**config.mk**
```make
export PLATFORM = sky130hd
export DESIGN_NAME = calc_sequencer
export DESIGN_NICKNAME = d
export VERILOG_FILES = /design/src/rtl/calc_sequencer.sv
export SDC_FILE = /design/constraint.sdc
export NUM_CORES = 1
export LEC_CHECK = 0
export CAP_MARGIN = 40
export CORE_UTILIZATION = 45
export DETAILED_ROUTE_END_ITERATION = 10
export GPL_ROUTABILITY_DRIVEN = 0
export GPL_TIMING_DRIVEN = 0
export PLACE_DENSITY = 0.72
export SLEW_MARGIN = 40
export SYNTH_ARGS = -nofsm -noshare
export SYNTH_HDL_FRONTEND = slang
export SYNTH_SLANG_ARGS = --single-unit
export TNS_END_PERCENT = 30
```
**constraint.sdc**
```tcl
create_clock -name clki -period 6.3 [get_ports clki]
set_clock_uncertainty 0.1 [all_clocks]
set_input_delay 1.26 -clock clki [delete_from_list [all_inputs] [get_ports clki]]
set_output_delay 1.26 -clock clki [all_outputs]
set_load 0.05 [all_outputs]
```
**src/rtl/calc_sequencer.sv**
```systemverilog
// Single-accumulator calculator sequencer: event at t, add/sub done at t+2, mul/div at t+WIDTH+2; events while busy are dropped.
// Define CALC_DEBOUNCE_EN to require DEB_CYCLES of stable synchronized level per button before its edge counts.
module calc_sequencer #(
  parameter int WIDTH      = 9,
  parameter int DEB_CYCLES = 16
) (
  input  logic                    clki,
  input  logic                    rst_n,
  input  logic signed [WIDTH-1:0] numero,
  input  logic                    enter,
  input  logic                    but_som,
  input  logic                    but_sub,
  input  logic                    but_mul,
  input  logic                    but_div,
  output logic signed [WIDTH-1:0] acc,
  output logic                    busy,
  output logic                    done,
  output logic                    ovf,
  output logic                    dz,
  output logic [1:0]              op_code
);
  localparam int RW = 2 * WIDTH + 1;
  localparam int CW = $clog2(WIDTH + 1);
  localparam logic signed [WIDTH-1:0] ACC_MAX = {1'b0, {(WIDTH-1){1'b1}}};
  localparam logic signed [WIDTH-1:0] ACC_MIN = {1'b1, {(WIDTH-1){1'b0}}};

  typedef enum logic [1:0] {S_IDLE, S_EXEC, S_DONE} state_t;
  state_t state;

  logic [4:0] btn_raw, sync1, sync2, lvl, lvl_q, evt;
  assign btn_raw = {but_div, but_mul, but_sub, but_som, enter};

  always_ff @(posedge clki or negedge rst_n) begin
    if (!rst_n) begin
      sync1 <= '0;
      sync2 <= '0;
    end else begin
      sync1 <= btn_raw;
      sync2 <= sync1;
    end
  end

`ifdef CALC_DEBOUNCE_EN
  localparam int DW = $clog2(DEB_CYCLES + 1);
  for (genvar i = 0; i < 5; i++) begin : g_deb
    logic [DW-1:0] cnt;
    logic          stable;
    always_ff @(posedge clki or negedge rst_n) begin
      if (!rst_n) begin
        cnt    <= '0;
        stable <= 1'b0;
      end else if (sync2[i] == stable) begin
        cnt <= '0;
      end else if (cnt == DW'(DEB_CYCLES - 1)) begin
        cnt    <= '0;
        stable <= sync2[i];
      end else begin
        cnt <= cnt + 1'b1;
      end
    end
    assign lvl[i] = stable;
  end
`else
  assign lvl = sync2;
`endif

  always_ff @(posedge clki or negedge rst_n) begin
    if (!rst_n) begin
      lvl_q <= '0;
      evt   <= '0;
    end else begin
      lvl_q <= lvl;
      evt   <= lvl & ~lvl_q;
    end
  end

  // Fixed priority among same-cycle op events: SOM > SUB > MUL > DIV.
  logic [1:0] sel;
  always_comb begin
    sel = 2'd3;
    if (evt[1])      sel = 2'd0;
    else if (evt[2]) sel = 2'd1;
    else if (evt[3]) sel = 2'd2;
  end

  function automatic logic [WIDTH-1:0] mag(input logic signed [WIDTH-1:0] x);
    return x[WIDTH-1] ? WIDTH'(-x) : x;
  endfunction

  logic signed [WIDTH-1:0] b;
  logic [WIDTH-1:0]        b_mag, quo, rem, rem_diff;
  logic [2*WIDTH-1:0]      prod, mcand;
  logic [CW-1:0]           cnt;
  logic                    neg, rem_ge;
  logic [WIDTH:0]          rem_sh;

  assign b_mag    = mag(b);
  assign rem_sh   = {rem, quo[WIDTH-1]};
  assign rem_ge   = rem_sh >= {1'b0, b_mag};
  assign rem_diff = rem_sh[WIDTH-1:0] - b_mag;

  logic signed [RW-1:0] res_mag, res_wide;
  always_comb begin
    res_mag = (op_code == 2'd2) ? $signed({1'b0, prod}) : $signed({{(WIDTH+1){1'b0}}, quo});
    case (op_code)
      2'd0:    res_wide = RW'(acc) + RW'(b);
      2'd1:    res_wide = RW'(acc) - RW'(b);
      default: res_wide = neg ? -res_mag : res_mag;
    endcase
  end

  logic                    sat_hi, sat_lo;
  logic signed [WIDTH-1:0] sat_val;
  assign sat_hi  = res_wide > RW'(ACC_MAX);
  assign sat_lo  = res_wide < RW'(ACC_MIN);
  assign sat_val = sat_hi ? ACC_MAX : (sat_lo ? ACC_MIN : res_wide[WIDTH-1:0]);

  always_ff @(posedge clki or negedge rst_n) begin
    if (!rst_n) begin
      state   <= S_IDLE;
      acc     <= '0;
      busy    <= 1'b0;
      done    <= 1'b0;
      ovf     <= 1'b0;
      dz      <= 1'b0;
      op_code <= 2'd0;
      b       <= '0;
      neg     <= 1'b0;
      cnt     <= '0;
      prod    <= '0;
      mcand   <= '0;
      quo     <= '0;
      rem     <= '0;
    end else begin
      done <= 1'b0;
      case (state)
        S_IDLE: begin
          if (evt[0]) begin
            acc <= numero;
            ovf <= 1'b0;
            dz  <= 1'b0;
          end else if (|evt[4:1]) begin
            b       <= numero;
            op_code <= sel;
            neg     <= acc[WIDTH-1] ^ numero[WIDTH-1];
            cnt     <= '0;
            prod    <= '0;
            rem     <= '0;
            mcand   <= {{WIDTH{1'b0}}, mag(acc)};
            // quo doubles as multiplier shift register (MUL) and dividend/quotient (DIV)
            quo     <= (sel == 2'd2) ? mag(numero) : mag(acc);
            busy    <= 1'b1;
            state   <= S_EXEC;
          end
        end
        S_EXEC: begin
          if (op_code == 2'd3 && b == '0) begin
            dz    <= 1'b1;
            busy  <= 1'b0;
            done  <= 1'b1;
            state <= S_DONE;
          end else if (op_code[1] && cnt != CW'(WIDTH)) begin
            cnt <= cnt + 1'b1;
            if (op_code[0]) begin
              rem <= rem_ge ? rem_diff : rem_sh[WIDTH-1:0];
              quo <= {quo[WIDTH-2:0], rem_ge};
            end else begin
              if (quo[0]) prod <= prod + mcand;
              mcand <= mcand << 1;
              quo   <= quo >> 1;
            end
          end else begin
            acc   <= sat_val;
            ovf   <= ovf | sat_hi | sat_lo;
            busy  <= 1'b0;
            done  <= 1'b1;
            state <= S_DONE;
          end
        end
        S_DONE:  state <= S_IDLE;
        default: state <= S_IDLE;
      endcase
    end
  end
endmodule

```
Yosys cells after proc, flatten, opt, wreduce, memory -nomap -nowiden
Index checks and enable logic that the tools add are counted.

Flip-flop bits (word level): 105. Logic and storage cells: 135.

Bitwise logic cells: 6. Equal/unequal tests: 17. Reduce and logical (&&, ||, !) cells: 16. Add/sub/neg operators: 9. Order comparisons: 3. Multiplexer cells: 66.

Operators by type and width (count): $mux 18 (12); $mux 9 (20); $pmux 18 s2 (2); $pmux 9 s2 (3); $pmux 19 s2 (1); $neg 9->9 (3); $ne 2x2->1 const B (10); $gt 19x9->1 const B (1); $lt 19x9->1 const B (1); $mux 19 (1); $neg 18->19 (1); $add 18x18->18 (1); $mux 4 (4); $mux 1 (12); $mux 2 (6); $reduce_and 6->1 (2); $add 9x9->10 (1); $ge 10x9->1 (1); $sub 9x9->10 (1); $logic_not 9->1 (1); $reduce_and 3->1 (3); $sub 9x9->9 (1); $pmux 4 s2 (1); $reduce_and 4->1 (2); 18 further kinds (26).

Depth between registers and ports, before layout
Gate-level depths: netlist of run 1.

Depth after elaboration: 11. Gate-level depth with buffers: 15. Depth with buffers taken out: 15.

Worst setup path before layout of run 1
Ideal clock, no wire load.

Path kind: register to register. Start point: reg op_code[1]. End point: reg acc[0]. Cell stages (with the launch flop): 14. Path buffers: 2. Period minus slack after synthesis: 4077 ps. Setup slack: 2223 ps. Arrival time: 3882 ps. Setup time: 94 ps. Path through: dfrtp_1 nor2b_1 clkbuf_1 clkbuf_1 mux2i_1 ha_1 nand4_1 a221o_1 o21ai_1 a21oi_1 o221a_4 o41ai_4 nand3_1 a221oi_2.

Word-level cells in the longest chain between the ends: 11. Elaborated cells between the ends (all ways): 20. Those cells by class: add/sub: 1; order compare: 2; eq/ne: 5; mux: 8; reduce/logical: 4.

RTL lines: start: declaration (line 20) `output logic [1:0] op_code`; start signal: assignment (line 144) `op_code <= sel;`; $eq 2x2->1 (line 104) `res_mag = (op_code == 2'd2) ? $signed({1'b0, prod}) : $signed({{(WIDTH+1){1'b0}}, quo});`; $mux 18 (line 104); $neg 18->19 (line 108) `default: res_wide = neg ? -res_mag : res_mag;`; $mux 19 (line 108); $pmux 19 s2 (line 105) `case (op_code)`; $lt 19x9->1 (line 115) `assign sat_lo = res_wide < RW'(ACC_MIN);`; $mux 9 (2 in a row) (line 116) `assign sat_val = sat_hi ? ACC_MAX : (sat_lo ? ACC_MIN : res_wide[WIDTH-1:0]);`; $mux 9 (line 162) `end else if (op_code[1] && cnt != CW'(WIDTH)) begin`; $mux 9 (line 157) `if (op_code == 2'd3 && b == '0) begin`; $pmux 9 s2 (line 136) `case (state)`; end signal: assignment (line 139) `acc <= numero;`; end signal: assignment (line 173) `acc <= sat_val;`; end: declaration (line 15) `output logic signed [WIDTH-1:0] acc,`.

Parallel ways exist; a longest one is shown, timed or not. The select of a mux whose other input is x is not followed. A chain may end at the register's enable or synchronous reset.

Worst setup path after layout of run 1
Start point: reg op_code[1]. End point: reg acc[5].

The elaborated chain is that of the path after synthesis.

==> flow_metrics.env, run 1 <==
export IMPL_ant_nets=0
export IMPL_finalHoldViolations=0
export IMPL_synth_warning_count=0
export IMPL_clk_pin_slew_ps=70
export IMPL_postPlaceCellArea_mm2=0.008397
export IMPL_ys_flop_type="dfrtp_1"
export IMPL_synthTopCellsByArea="dfrtp_1 34%, ha_1 8.0%, nand2_1 5.8%, o21ai_0 5.7%, nor2_1 4.3%"
export IMPL_period_needed_ps=4745
export IMPL_die_height_um=133.6
export IMPL_die_x_um=133.6
export IMPL_yosysMostFrequentCell="nand2_1"
export IMPL_drt_iter0_drc=540
export IMPL_p_leak_nw=3.743
export IMPL_path_class="reg2reg"
export IMPL_remaining_drc_errors=0
export IMPL_peakVddDrop_mv=0.3334
export IMPL_num_vias=7168
export IMPL_slew_headroom_pct=45.40
export IMPL_synth_common_cells="120 x nand2_1, 105 x dfrtp_1, 90 x nor2_1, 88 x o21ai_0, 50 x ha_1"
export IMPL_async_flop_share_pct=100.0
export IMPL_cts_sinks=105
export IMPL_setup_ws_ps=1555
export IMPL_initial_core_util_pct=46.47
export IMPL_max_freq_mhz=210.7
export IMPL_ys_types=71
export IMPL_power_total_mw=5.237
export IMPL_p_per_area_mw_per_mm2=602.6
export IMPL_cts_root_buf="clkbuf_16"
export IMPL_cts_hold_buf=0
export IMPL_design_area_mm2=0.008691
export IMPL_pre_cts_ws_ps=1684
export IMPL_yosys_area_top_type="dfrtp_1"
export IMPL_postSynthAreaPerCell_um2=8.384
export IMPL_dp_hpwl_mm=15.85
export IMPL_fin_nets=1042
export IMPL_drv_slew=0
export IMPL_antenna_cells=0
export IMPL_port_buffers=30
export IMPL_grt_max_degree=63
export IMPL_grt_overflow=0
export IMPL_drive_gt1_share_pct=3.889
export IMPL_rows=47
export IMPL_run_status="completed"
export IMPL_holdPathStages=0
export IMPL_cts_made_buffers=9
export IMPL_multi_input_area_mm2=0.004828
export IMPL_area_growth_pct=11.58
export IMPL_ff2ff_path_depth=13
export IMPL_synthCells=929
export IMPL_cp_arrival_ps=4910
export IMPL_die_area_mm2=0.01784
export IMPL_worstSetupStartpointType="flop"
export IMPL_setup_tns_ps=0
export IMPL_grt_use_total_pct=24.87
export IMPL_regArea_mm2=0.002628
export IMPL_synth_top_area_share_pct=33.73
export IMPL_cts_resized=0
export IMPL_core_mm2=0.01676
export IMPL_clock_path_buffers=2
export IMPL_htreeDepth=3
export IMPL_max_cap_viol_count=0
export IMPL_syn_cell_area_mm2=0.007789
export IMPL_fillCellCount=1610
export IMPL_period_share_pct=75.32
export IMPL_synth_edf_count=0
export IMPL_clk_latency_ps=360
export IMPL_grt_pass1_vias=6672
export IMPL_cp_required_ps=6460
export IMPL_synth_fp_nets=999
export IMPL_grt_pass1_wl_mm=35.09
export IMPL_post_cts_buffers=0
export IMPL_dr_pass1_iters=5
export IMPL_synth_seq_cells=105
export IMPL_hold_class="reg2reg"
export IMPL_cp_max_fo=10
export IMPL_setup_viol=0
export IMPL_ys_seq_area_share_pct=33.73
export IMPL_utilization_pct=51.86
export IMPL_cts_tree="built"
export IMPL_worst_pin_slew_ps=813.6
export IMPL_wire_per_inst_um=17.64
export IMPL_critPathCaptureType="flop"
export IMPL_wl_mm=21.11
export IMPL_antenna_found_initial=0
export IMPL_rsz0062_at_grt="false"
export IMPL_avgViaCountPerCell=5.988
export IMPL_ios=31
routing by layer:
layer  track usage, %  up-vias  wire length, um
met3            4.033       41             1363
met5                0        -                0
li1                 -     3412                -
met2            38.60      272             9466
met1            34.71     3443             9695
met4            9.470        0              585
critical path, cell delays in order (launching register included):
cell      delay (ps)
dfrtp_1          640
nor2b_1          180
clkbuf_1         260
clkbuf_1         490
mux2i_1          360
ha_1             290
nand4_1          160
a221o_1          490
o21ai_1          170
a21oi_1           90
o221a_4          290
o41ai_4          610
nand3_1          200
a221oi_2         310
kinds of logic after synthesis:
logic type / Yosys count / synth area share [%]
AOI/OAI and AO/OA: 268 / 23.28
xor gates and xnor gates: 52 / 5.847
muxes: 30 / 3.920
DFF: 105 / 33.73
buffers and inverters: 88 / 4.273
adders and majority gates: 54 / 9.060
and+or+nand+nor: 332 / 19.89
final cells by class:
type                            count  share of cell area [%]
Inverter                           42                   1.814
Sequential cell                   105                   30.23
Timing Repair Buffer               32                   3.887
Buffer                             46                   2.016
Multi-Input combinational cell    736                   55.56
Clock inverter                      3                  0.3311
Tap cell                          220                   3.167
Clock buffer                       13                   2.995
per-stage QoR:
stage / cells / hold slack [ps]
CTS: 1196 / 252.2
finish: 1197 / 249.3
global placement: 1179 / 233.3
detailed placement: 1180 / 235.6
floorplan: 929 / 231.2
global route: 1197 / 255.4
cell usage in the layout, fill, tap and decap left out, types with 5 or more instances in the layout:
cell / synthesis / layout
nand2_1: 120 / 120
dfrtp_1: 105 / 105
nor2_1: 90 / 90
o21ai_0: 88 / 88
ha_1: 50 / 50
a21oi_1: 47 / 47
inv_1: 42 / 42
clkbuf_1: 39 / 41
nand3_1: 30 / 30
clkdlybuf4s50_1: 0 / 29
xnor2_1: 28 / 28
mux2i_1: 26 / 26
o31ai_1: 24 / 24
xor2_1: 24 / 24
nor2b_1: 17 / 17
nor3_1: 17 / 17
nand2b_1: 14 / 14
a21o_1: 12 / 12
clkbuf_16: 0 / 9
a211oi_1: 8 / 8
a31oi_1: 8 / 8
a22o_1: 8 / 8
o211ai_1: 8 / 8
a221oi_2: 8 / 8
nor4_1: 7 / 7
and2_1: 7 / 7
a221o_1: 6 / 6
buf_1: 5 / 5
o21bai_1: 5 / 5
nand4_1: 5 / 5
state kept, by name, summed over array words and instances (netlist names):
signal / cells
mcand: 18
done: 1
b: 9
state: 2
rem: 9
prod: 18
acc: 9
sync1: 5
dz: 1
op_code: 2
quo: 9
evt: 5
lvl_q: 5
cnt: 4
busy: 1
neg: 1
lvl: 5
ovf: 1
power breakdown:
part	total, mW	switching (mW)	internal (mW)
Sequential	1.19	0.309	0.880
Clock	0.557	0.261	0.296
Combinational	3.49	2.19	1.30
Total	5.24	2.76	2.48
worst paths after layout:
path,start,to,slack [ps]
setup / recovery,op_code[1],acc[5],1550
hold / removal,sync1[0],lvl[0],250
setup reg to reg,op_code[1],acc[5],1550
hold reg to reg,sync1[0],lvl[0],250
max in group asynchronous,rst_n,acc[8],4810
min in group asynchronous,rst_n,sync1[4],690
No activity file was read; power rests on OpenSTA's default activity.
==> run 2, diff against run 1 <==
Settings changed: PLACE_DENSITY 0.72 to 0.74.
Clock period 6.3 ns to 4 ns, I/O delays scaled along.
==> flow_metrics.env, run 2 (synthesis results as in run 1) <==
export IMPL_worstPathCellList="nor2b_1, clkbuf_2, buf_6, mux2i_2, ha_2, nand3_1, a221o_2, buf_4, o21ai_0, and2_1, a211oi_1, a41oi_2, nor3_4, buf_12, a221oi_2"
export IMPL_htreeDepth=3
export IMPL_num_vias=7124
export IMPL_die_area_mm2=0.01784
export IMPL_avgViaCountPerCell=5.927
export IMPL_grt_use_total_pct=25.17
export IMPL_ant_nets=0
export IMPL_cts_root_buf="clkbuf_16"
export IMPL_initial_core_util_pct=46.47
export IMPL_rows=47
export IMPL_setup_tns_ps=0
export IMPL_die_x_um=133.6
export IMPL_max_cap_viol_count=0
export IMPL_grt_pass1_vias=6817
export IMPL_drv_slew=0
export IMPL_port_buffers=30
export IMPL_peakVddDrop_mv=0.5409
export IMPL_area_growth_pct=12.87
export IMPL_grt_overflow=0
export IMPL_cp_slowest_cell="dfrtp_2"
export IMPL_cp_arrival_ps=3970
export IMPL_crit_family="compound AO/OA/AOI/OAI gates"
export IMPL_finalHoldViolations=0
export IMPL_cts_hold_buf=0
export IMPL_regArea_mm2=0.002630
export IMPL_setup_viol=0
export IMPL_slew_headroom_pct=48.16
export IMPL_cts_sinks=105
export IMPL_slowest_delay_ps=500
export IMPL_final_cell_mix="120 x nand2_1, 103 x dfrtp_1, 90 x nor2_1"
export IMPL_antenna_found_initial=0
export IMPL_cts_tree="built"
export IMPL_core_mm2=0.01676
export IMPL_grt_max_degree=54
export IMPL_p_per_area_mw_per_mm2=953.7
export IMPL_die_height_um=133.6
export IMPL_design_area_mm2=0.008791
export IMPL_run_status="completed"
export IMPL_clock_path_buffers=2
export IMPL_power_total_mw=8.384
export IMPL_remaining_drc_errors=0
export IMPL_period_share_pct=95.32
export IMPL_drive_gt1_share_pct=6.008
export IMPL_ios=31
export IMPL_critPathBufInv=4
export IMPL_pre_cts_ws_ps=-524.5
export IMPL_dr_pass1_iters=5
export IMPL_fin_cells=1202
export IMPL_period_needed_ps=3813
export IMPL_critPathCaptureType="flop"
export IMPL_fin_nets=1047
export IMPL_setup_ws_ps=187.3
export IMPL_clk_latency_ps=360
export IMPL_worstSetupStartpointType="flop"
export IMPL_cp_required_ps=4160
export IMPL_p_leak_nw=3.786
export IMPL_cp_max_fo=10
export IMPL_dp_hpwl_mm=15.89
export IMPL_antenna_cells=0
export IMPL_max_freq_mhz=262.3
export IMPL_path_class="reg2reg"
export IMPL_multi_input_area_mm2=0.004877
export IMPL_fillCellCount=1565
export IMPL_postPlaceCellArea_mm2=0.008398
export IMPL_worst_pin_slew_ps=777.6
export IMPL_dp_cells=1180
export IMPL_top_regs="mcand (18), prod (18)"
export IMPL_wire_per_inst_um=17.96
export IMPL_clk_pin_slew_ps=70
export IMPL_layout_commonest_cell="nand2_1"
export IMPL_cts_made_buffers=9
export IMPL_drt_iter0_drc=743
export IMPL_grt_pass1_wl_mm=35.36
export IMPL_hold_class="in2async"
export IMPL_wl_mm=21.58
==> run 2: cell types whose count changed in the layout (fill, tap and decap cells not counted), sizes merged <==
cell,change
buf,+7
clkbuf,-3
clkinv,+1
==> run 2: final cells by class <==
| type | instances | area share (%) |
|---|---|---|
| inverters | 42 | 1.793 |
| plain buffers | 46 | 2.163 |
| flip-flops and latches | 105 | 29.92 |
| multi-input cells | 736 | 55.48 |
| clock buffers | 12 | 2.690 |
| repair buffers | 37 | 4.441 |
| clock inverters | 4 | 0.3843 |
| well taps | 220 | 3.131 |
==> run 2: metal layers <==
| layer | global-route usage (%) | up-vias | routed length, um |
|---|---|---|---|
| met1 | 34.04 | 3402 | 9686 |
| met3 | 4.224 | 36 | 1361 |
| met2 | 39.58 | 251 | 9905 |
| met4 | 11.05 | 0 | 627 |
| met5 | 0 | - | 0 |
| li1 | - | 3435 | - |
==> run 2: through the flow <==
step | hold WS [ps] | util [%]
floorplan | 231.2 | -
global placement | 232.8 | 49.91
detailed placement | 234.7 | 50.11
CTS | 254.3 | 51.93
global route | 259.4 | 52.45
finish | 250.3 | 52.45
==> run 2: timing repair <==
| item | CTS | global route |
|---|---|---|
| pin swaps | 2 | 3 |
| gates resized for setup | 9 | 14 |
| buffers inserted | 2 | 4 |
| endpoints found under the hold margin | 0 | 0 |
| endpoints found under the setup margin | 23 | 26 |
==> run 2: power by group <==
part | switching [mW] | leakage [nW] | internal, mW | total (mW)
clock | 0.416 | 0.133 | 0.432 | 0.848
combinational | 3.52 | 2.32 | 2.16 | 5.68
sequential | 0.470 | 1.33 | 1.39 | 1.86
total | 4.40 | 3.79 | 3.98 | 8.38
==> run 2: worst paths after layout <==
path                            start        to  slack, ps  depth (start not counted)
setup / recovery           op_code[0]    acc[5]        190                         15
hold / removal                  rst_n  sync1[4]        250                          1
setup reg to reg           op_code[0]    acc[5]        190                         15
hold reg to reg              sync1[2]    lvl[2]        250                          0
max in group asynchronous       rst_n   prod[1]       2940                          2
min in group clki            sync1[2]    lvl[2]        250                          0
==> run 2: worst register-to-register path: stages, from the launching register on <==
cell and delay (ps):
dfrtp_2 500, nor2b_1 140, clkbuf_2 190, buf_6 180, mux2i_2 270, ha_2 260, nand3_1 150, a221o_2 480
buf_4 160, o21ai_0 230, and2_1 160, a211oi_1 100, a41oi_2 300, nor3_4 80, buf_12 160, a221oi_2 260
